==> src/rtl/rv_pkg.sv <==
// Shared RV32I fetch definitions: opcodes, 2-bit predictor counter states, immediate
// decode and saturating counter helpers used by the fetch stage and its predictor.
package rv_pkg;

  localparam logic [6:0] OPC_BRANCH = 7'b1100011;
  localparam logic [6:0] OPC_JAL    = 7'b1101111;

  localparam logic [1:0] SNT = 2'b00;
  localparam logic [1:0] WNT = 2'b01;
  localparam logic [1:0] WT  = 2'b10;
  localparam logic [1:0] ST  = 2'b11;

  function automatic logic [31:0] imm_b(input logic [31:0] ins);
    return {{20{ins[31]}}, ins[7], ins[30:25], ins[11:8], 1'b0};
  endfunction

  function automatic logic [31:0] imm_j(input logic [31:0] ins);
    return {{12{ins[31]}}, ins[19:12], ins[20], ins[30:21], 1'b0};
  endfunction

  function automatic logic [1:0] sat_inc(input logic [1:0] c);
    return (c == ST) ? ST : c + 2'd1;
  endfunction

  function automatic logic [1:0] sat_dec(input logic [1:0] c);
    return (c == SNT) ? SNT : c - 2'd1;
  endfunction

endpackage

==> src/rtl/fetch_stage_if.sv <==
// Fetch-stage bus: instruction memory port, execute feedback (redirect/training)
// and the IF/ID register outputs. master = fetch stage, slave = its surroundings.
interface fetch_stage_if;

  logic [31:0] imem_addr;
  logic [31:0] imem_data;
  logic        redirect_valid;
  logic [31:0] redirect_pc;
  logic        upd_valid;
  logic [31:0] upd_pc;
  logic [1:0]  upd_counter;
  logic        upd_taken;
  logic        valid_out;
  logic [31:0] pc_out;
  logic [31:0] instr_out;
  logic [1:0]  counter_out;
  logic        branch_prediction_out;

  modport master (
    output imem_addr,
    input  imem_data,
    input  redirect_valid, redirect_pc,
    input  upd_valid, upd_pc, upd_counter, upd_taken,
    output valid_out, pc_out, instr_out, counter_out, branch_prediction_out
  );

  modport slave (
    input  imem_addr,
    output imem_data,
    output redirect_valid, redirect_pc,
    output upd_valid, upd_pc, upd_counter, upd_taken,
    input  valid_out, pc_out, instr_out, counter_out, branch_prediction_out
  );

endinterface

==> src/rtl/bht_bimodal.sv <==
// Bimodal table of 2-bit counters: combinational read, write lands at the clock edge
// (a same-index read in the write cycle sees the old value). Sync reset to INIT.
module bht_bimodal #(
  parameter int         BHT_IDX_BITS = 6,
  parameter logic [1:0] BHT_INIT     = 2'b01
) (
  input  logic                    clk,
  input  logic                    reset,
  input  logic [BHT_IDX_BITS-1:0] rd_idx,
  output logic [1:0]              rd_cnt,
  input  logic                    wr_en,
  input  logic [BHT_IDX_BITS-1:0] wr_idx,
  input  logic [1:0]              wr_cnt
);

  localparam int ENTRIES = 1 << BHT_IDX_BITS;

  logic [1:0] mem [ENTRIES];

  assign rd_cnt = mem[rd_idx];

  always_ff @(posedge clk) begin
    if (reset) begin
      for (int i = 0; i < ENTRIES; i++) begin
        mem[i] <= BHT_INIT;
      end
    end else if (wr_en) begin
      mem[wr_idx] <= wr_cnt;
    end
  end

endmodule

==> src/rtl/fetch_stage.sv <==
// Instruction fetch with bimodal branch/JAL prediction and the IF/ID register.
// One edge from PC to IF/ID outputs; stg_ena=0 holds everything, redirect overrides stall.
module fetch_stage
  import rv_pkg::*;
#(
  parameter logic [31:0] RESET_PC     = 32'h0000_0000,
  parameter int          BHT_IDX_BITS = 6,
  parameter logic [1:0]  BHT_INIT     = WNT
) (
  input  logic          stg_clk,
  input  logic          reset,
  input  logic          stg_ena,
  fetch_stage_if.master bus
);

  logic [31:0] pc_reg;
  logic [31:0] next_pc;
  logic [31:0] instr;
  logic [6:0]  opcode;
  logic        is_br;
  logic        is_jal;
  logic        pred;
  logic [1:0]  cnt;
  logic [1:0]  upd_next;

  logic        valid_q;
  logic [31:0] pc_q;
  logic [31:0] instr_q;
  logic [1:0]  cnt_q;
  logic        pred_q;

  // Address bits outside the table index and the byte offsets carry no information here.
  logic unused_ok;
  assign unused_ok = ^{bus.upd_pc[31:BHT_IDX_BITS+2], bus.upd_pc[1:0], bus.redirect_pc[1:0]};

  assign instr  = bus.imem_data;
  assign opcode = instr[6:0];
  assign is_br  = (opcode == OPC_BRANCH);
  assign is_jal = (opcode == OPC_JAL);
  assign pred   = is_jal | (is_br & cnt[1]);

  always_comb begin
    next_pc = pc_reg + 32'd4;
    if (is_jal) begin
      next_pc = pc_reg + imm_j(instr);
    end else if (is_br && cnt[1]) begin
      next_pc = pc_reg + imm_b(instr);
    end
  end

  assign upd_next = bus.upd_taken ? sat_inc(bus.upd_counter) : sat_dec(bus.upd_counter);

  bht_bimodal #(
    .BHT_IDX_BITS (BHT_IDX_BITS),
    .BHT_INIT     (BHT_INIT)
  ) u_bht (
    .clk    (stg_clk),
    .reset  (reset),
    .rd_idx (pc_reg[BHT_IDX_BITS+1:2]),
    .rd_cnt (cnt),
    .wr_en  (bus.upd_valid),
    .wr_idx (bus.upd_pc[BHT_IDX_BITS+1:2]),
    .wr_cnt (upd_next)
  );

  // A redirect only kills the IF/ID entry; its other fields stay as they were.
  always_ff @(posedge stg_clk) begin
    if (reset) begin
      pc_reg  <= RESET_PC;
      valid_q <= 1'b0;
      pc_q    <= 32'd0;
      instr_q <= 32'd0;
      cnt_q   <= 2'b00;
      pred_q  <= 1'b0;
    end else if (bus.redirect_valid) begin
      pc_reg  <= {bus.redirect_pc[31:2], 2'b00};
      valid_q <= 1'b0;
    end else if (stg_ena) begin
      pc_reg  <= next_pc;
      valid_q <= 1'b1;
      pc_q    <= pc_reg;
      instr_q <= instr;
      cnt_q   <= cnt;
      pred_q  <= pred;
    end
  end

  assign bus.imem_addr             = pc_reg;
  assign bus.valid_out             = valid_q;
  assign bus.pc_out                = pc_q;
  assign bus.instr_out             = instr_q;
  assign bus.counter_out           = cnt_q;
  assign bus.branch_prediction_out = pred_q;

endmodule

==> src/flat_wrapper.sv <==
// flat-port wrapper written by rule: the top's interface ports become plain ports
module fetch_stage_flat import rv_pkg::*;
#(
  parameter logic [31:0] RESET_PC     = 32'h0000_0000,
  parameter int          BHT_IDX_BITS = 6,
  parameter logic [1:0]  BHT_INIT     = WNT
)
  (stg_clk, reset, stg_ena, bus_imem_addr, bus_imem_data, bus_redirect_valid, bus_redirect_pc, bus_upd_valid, bus_upd_pc, bus_upd_counter, bus_upd_taken, bus_valid_out, bus_pc_out, bus_instr_out, bus_counter_out, bus_branch_prediction_out);
  fetch_stage_if bus_i ();
  input  logic stg_clk;
  input  logic reset;
  input  logic stg_ena;
  output wire logic [$bits(bus_i.imem_addr)-1:0] bus_imem_addr;
  input wire logic [$bits(bus_i.imem_data)-1:0] bus_imem_data;
  input wire logic [$bits(bus_i.redirect_valid)-1:0] bus_redirect_valid;
  input wire logic [$bits(bus_i.redirect_pc)-1:0] bus_redirect_pc;
  input wire logic [$bits(bus_i.upd_valid)-1:0] bus_upd_valid;
  input wire logic [$bits(bus_i.upd_pc)-1:0] bus_upd_pc;
  input wire logic [$bits(bus_i.upd_counter)-1:0] bus_upd_counter;
  input wire logic [$bits(bus_i.upd_taken)-1:0] bus_upd_taken;
  output wire logic [$bits(bus_i.valid_out)-1:0] bus_valid_out;
  output wire logic [$bits(bus_i.pc_out)-1:0] bus_pc_out;
  output wire logic [$bits(bus_i.instr_out)-1:0] bus_instr_out;
  output wire logic [$bits(bus_i.counter_out)-1:0] bus_counter_out;
  output wire logic [$bits(bus_i.branch_prediction_out)-1:0] bus_branch_prediction_out;
  assign bus_imem_addr = bus_i.imem_addr;
  assign bus_i.imem_data = bus_imem_data;
  assign bus_i.redirect_valid = bus_redirect_valid;
  assign bus_i.redirect_pc = bus_redirect_pc;
  assign bus_i.upd_valid = bus_upd_valid;
  assign bus_i.upd_pc = bus_upd_pc;
  assign bus_i.upd_counter = bus_upd_counter;
  assign bus_i.upd_taken = bus_upd_taken;
  assign bus_valid_out = bus_i.valid_out;
  assign bus_pc_out = bus_i.pc_out;
  assign bus_instr_out = bus_i.instr_out;
  assign bus_counter_out = bus_i.counter_out;
  assign bus_branch_prediction_out = bus_i.branch_prediction_out;
  fetch_stage #(.RESET_PC(RESET_PC), .BHT_IDX_BITS(BHT_IDX_BITS), .BHT_INIT(BHT_INIT)) u_core (.stg_clk(stg_clk), .reset(reset), .stg_ena(stg_ena), .bus(bus_i));
endmodule
==> config.mk <==
export PLATFORM = sky130hd
export DESIGN_NAME = fetch_stage_flat
export DESIGN_NICKNAME = d
export VERILOG_FILES = /design/src/rtl/rv_pkg.sv /design/src/rtl/fetch_stage_if.sv /design/src/rtl/bht_bimodal.sv /design/src/rtl/fetch_stage.sv /design/src/flat_wrapper.sv
export SDC_FILE = /design/constraint.sdc
export NUM_CORES = 1
export LEC_CHECK = 0
export BUFFER_PORTS_ARGS = -buffer_cell sky130_fd_sc_hd__buf_2
export CAP_MARGIN = 20
export CORE_ASPECT_RATIO = 2
export CORE_MARGIN = 2
export CORE_UTILIZATION = 58
export DETAILED_ROUTE_END_ITERATION = 7
export HOLD_SLACK_MARGIN = 0.1
export PLACE_DENSITY = 0.81
export SYNTH_ARGS = -nofsm -noshare
export SYNTH_HDL_FRONTEND = slang
export SYNTH_SLANG_ARGS = --single-unit
==> constraint.sdc <==
create_clock -name stg_clk -period 3.3 [get_ports stg_clk]
set_clock_uncertainty 0.05 [all_clocks]
set_input_delay 0.495 -clock stg_clk [delete_from_list [all_inputs] [get_ports stg_clk]]
set_output_delay 0.495 -clock stg_clk [all_outputs]
set_load 0.02 [all_outputs]
==> flow_summary_export.csv <==
group,metric,value,unit
run_status,outcome,"finished, final reports clean",
sta,finalWorstSetupSlack,0.107,ns
yosys,synth_area,13900,sq um
power,leakage,6.65,nW
floorplanning,fp.coreArea,23700,sq um
yosys,synth_xor_area_share,3.72,%
setup_path,crit_path_end_kind,"flip-flop",
clock_network,htree_levels,1,
hold_path,whs_path_depth,3,
yosys,ys.flop_type,"edfxtp_1",
yosys,yosys.area.top_type,"edfxtp_1",
floorplanning,ioPinCount,204,
routing,vias,13000,
sta,final_max_slew_viol_count,0,
setup_path,cp-start-kind,"flip-flop",
sta,setup_viol,0,
yosys,synth_edf_count,128,
sta,fin_crit_sh,96.8,%
cells_and_area,layout.cells.non_filler,2056,
power,power,7.55,mW
yosys,synth_mux_area_share,6.37,%
flow_run,maxCapViolations,0,
hold_path,hold_path_class,"in2reg",
sta,worst_slew_pin_slew,0.752,ns
hold_path,whs_endpoint,"u_core.bus.instr_out[23]",
clock_network,cts_sinks,232,
grt,grt_first_pass_wirelength,68.7,mm
placement,place_area,15700,sq um
yosys,async_reset_ff_share,0,%
routing,drt_iter0_drc,939,
clock_network,worst_setup_hold_path_clk_slew,0.08,ns
placement,port_buffers,173,
yosys,ys_types,79,
cells_and_area,nNetsFinal,1901,
sta,max_freq,313,MHz
floorplanning,fp.dieH,223,um
clock_network,ctsHoldBuffers,0,
placement,dp_hpwl,32.8,mm
routing,wl_per_cell,21.8,um
grt,grt_pass1_vias,12800,
routing,drtPass1Iterations,8,
yosys,synth-compound-area-share,16.2,%
yosys,yosys_warnings,0,
power,ir_drop,506,uV
hold_path,min_from,"bus_imem_data[23]",
cells_and_area,fillers,1852,
placement,gp_congestion,1.04,
yosys,syn_area_per_cell,9.07,sq um
setup_path,reg2reg_to,"u_core.bus.imem_addr[5]",
floorplanning,start_util,58.6,%
clock_network,cts_tree,"yes",
yosys,synthAdderAreaFrac,4.32,%
yosys,synth_area_leaders,"edfxtp_1, dfxtp_1, nand2_1, a21oi_1, mux4_2",
yosys,synthSimpleGateAreaFrac,22.5,%
sta,slew_headroom,49.7,%
grt,grt_use_total,35.1,%
yosys,ys_seq_area_share,42.6,%
yosys,synth_top_area_share,27.6,%
setup_path,cp_max_fo,8,
yosys,synth_cells,1533,
sta,tns,0,ns
grt,grt.overflow.total,0,
sta,finalCriticalPeriod,3.19,ns
floorplanning,dieArea,25300,sq um
cells_and_area,finalInstanceArea,16600,sq um
routing,vias_per_cell,6.34,
power,p_per_area,456,nW/um^2
grt,grt_max_degree,131,
clock_network,clockRootBuffer,"clkbuf_16",
routing,drt_wl_total,44.9,mm
setup_path,crit_arrival,3.58,ns
setup_path,ff2ff_setup_slack,0.11,ns
setup_path,reg2reg_depth,12,
setup_path,path_class,"reg2reg",
yosys,synth-seq-cells,232,
routing,ant_nets,0,
clock_network,cts_buffers,22,
placement,dp.cells,2009,
cells_and_area,area_delta_synth_final,19.1,%
clock_network,clk_latency,0.54,ns
routing,drc,0,
placement,dp_slack,-0.102,ns
clock_network,cts_buffer_depth,3,
cells_and_area,drive_gt1_share,24.2,%
sta,rsz0062_at_grt,"yes",
setup_path,cp.required,3.69,ns
yosys,synth_top_family_by_area,"simple AND/OR/NAND/NOR gates",
grt,antenna_found_initial,2,
floorplanning,die_x,113,um
sta,hold_viol,0,
floorplanning,rows,80,
[power by group]
group,leakage (nW),switching (mW),internal [mW]
sequential,2.10,0.0856,3.18
clock,0.367,1.14,1.66
combinational,4.18,0.883,0.596
total,6.65,2.11,5.44
[worst max-delay path, stage by stage (launching register included)]
cell	delay, ns
dfxtp_4	0.40
buf_4	0.13
mux4_1	0.59
nand2b_1	0.18
a41oi_1	0.25
and4_1	0.25
buf_4	0.16
nor3_4	0.08
buf_4	0.21
a21oi_1	0.16
a2bb2oi_1	0.23
o221ai_1	0.16
a21oi_2	0.24
[layer usage]
metal	wire length (um)	share of wire [%]	vias up	global-route usage, %
met5	0	0	-	0
met4	3960	8.8	0	25.4
met3	3090	6.9	230	5.81
met2	23800	53	687	64.2
met1	14100	31	6114	34.9
li1	-	-	6004	-
[Yosys cell counts, drive strengths merged (5+ instances only)]
cell type  count
a211oi        12
a21o          21
a21oi        164
a221oi        15
a22oi          5
a31oi          9
and2          10
and3          33
and4           7
buf           34
clkbuf        76
dfxtp        104
edfxtp       128
ha            44
inv           22
mux2i          9
mux4          34
nand2        255
nand2b        39
nand3         63
nand3b         5
nand4          8
nor2         125
nor2b          6
nor3          54
nor3b          6
nor4           5
o211ai        10
o21a           6
o21ai         38
o21bai        10
o221ai         9
o22ai          8
o31ai          5
or2           36
or3            9
xnor2         30
xor2          29
[placed cells by master (no fill, tap or decap), types with 14 or more instances in the layout]
cell type,n
dfxtp_1,103
nand3_1,61
edfxtp_1,128
nor3_1,52
buf_4,122
a221oi_1,14
xor2_1,29
ha_1,44
inv_1,22
or2_2,35
buf_2,172
and3_1,33
nand2_1,253
a21o_1,21
nand2b_1,39
a21oi_1,162
nor2_1,123
clkbuf_16,23
o21ai_0,34
xnor2_1,30
mux4_2,27
[stage by stage]
step                      util, %  hold slack (ns)
after floorplan                 -            0.485
after global placement       66.1            0.388
after detailed placement     66.1            0.393
after CTS                    69.5            0.156
after global routing         69.8            0.178
final                        69.8            0.162
[flip-flops by register name, summed over array words and instances, names as in the netlist, named ones only]
name,flops
u_core.bus.branch_prediction_out,1
u_core.bus.instr_out,32
u_core.bus.pc_out,31
u_core.u_bht.mem,128
u_core.bus.counter_out,2
u_core.bus.valid_out,1
u_core.bus.imem_addr,30
[how the worst max path moves through the flow]
stage                                           to  slack, ns  depth (start not counted)                     from
final                      u_core.bus.imem_addr[5]       0.11                         12                flip-flop
after global placement    u_core.bus.imem_addr[25]      -0.05                         12        bus_imem_data[21]
after detailed placement  u_core.bus.imem_addr[25]      -0.10                         12        bus_imem_data[21]
after global routing      u_core.bus.imem_addr[31]      -0.03                         11                flip-flop
after floorplan           u_core.bus.imem_addr[22]       0.14                         11  u_core.bus.imem_addr[7]
after CTS                  u_core.bus.imem_addr[5]       0.05                         13                flip-flop
[cells by family after synthesis]
logic type      count (synthesis)
flops                         232
mux                            43
xor+xnor                       59
fa+ha+maj                      47
compound gates                354
buf+inv                       132
other cells                     1
simple gates                  665
[area by class of cell]
type | count | area [sq um] | area share [%]
clock inverter | 16 | 215 | 1.30
tap | 287 | 359 | 2.17
multi-input combinational | 1171 | 7460 | 45.1
antenna | 2 | 5.00 | 0.0302
timing repair buffer | 302 | 1930 | 11.6
clock buffer | 24 | 579 | 3.50
sequential | 232 | 5930 | 35.8
inverter | 22 | 82.6 | 0.499
[what timing repair did]
| item | CTS | global route |
|---|---|---|
| pin swaps | 0 | 4 |
| gates resized for setup | 1 | 8 |
| endpoints found under the hold margin | 0 | 0 |
| endpoints found under the setup margin | 1 | 16 |
| cloned | 0 | 1 |
| buffers inserted | 0 | 4 |
(Power assumes the default switching activity.)
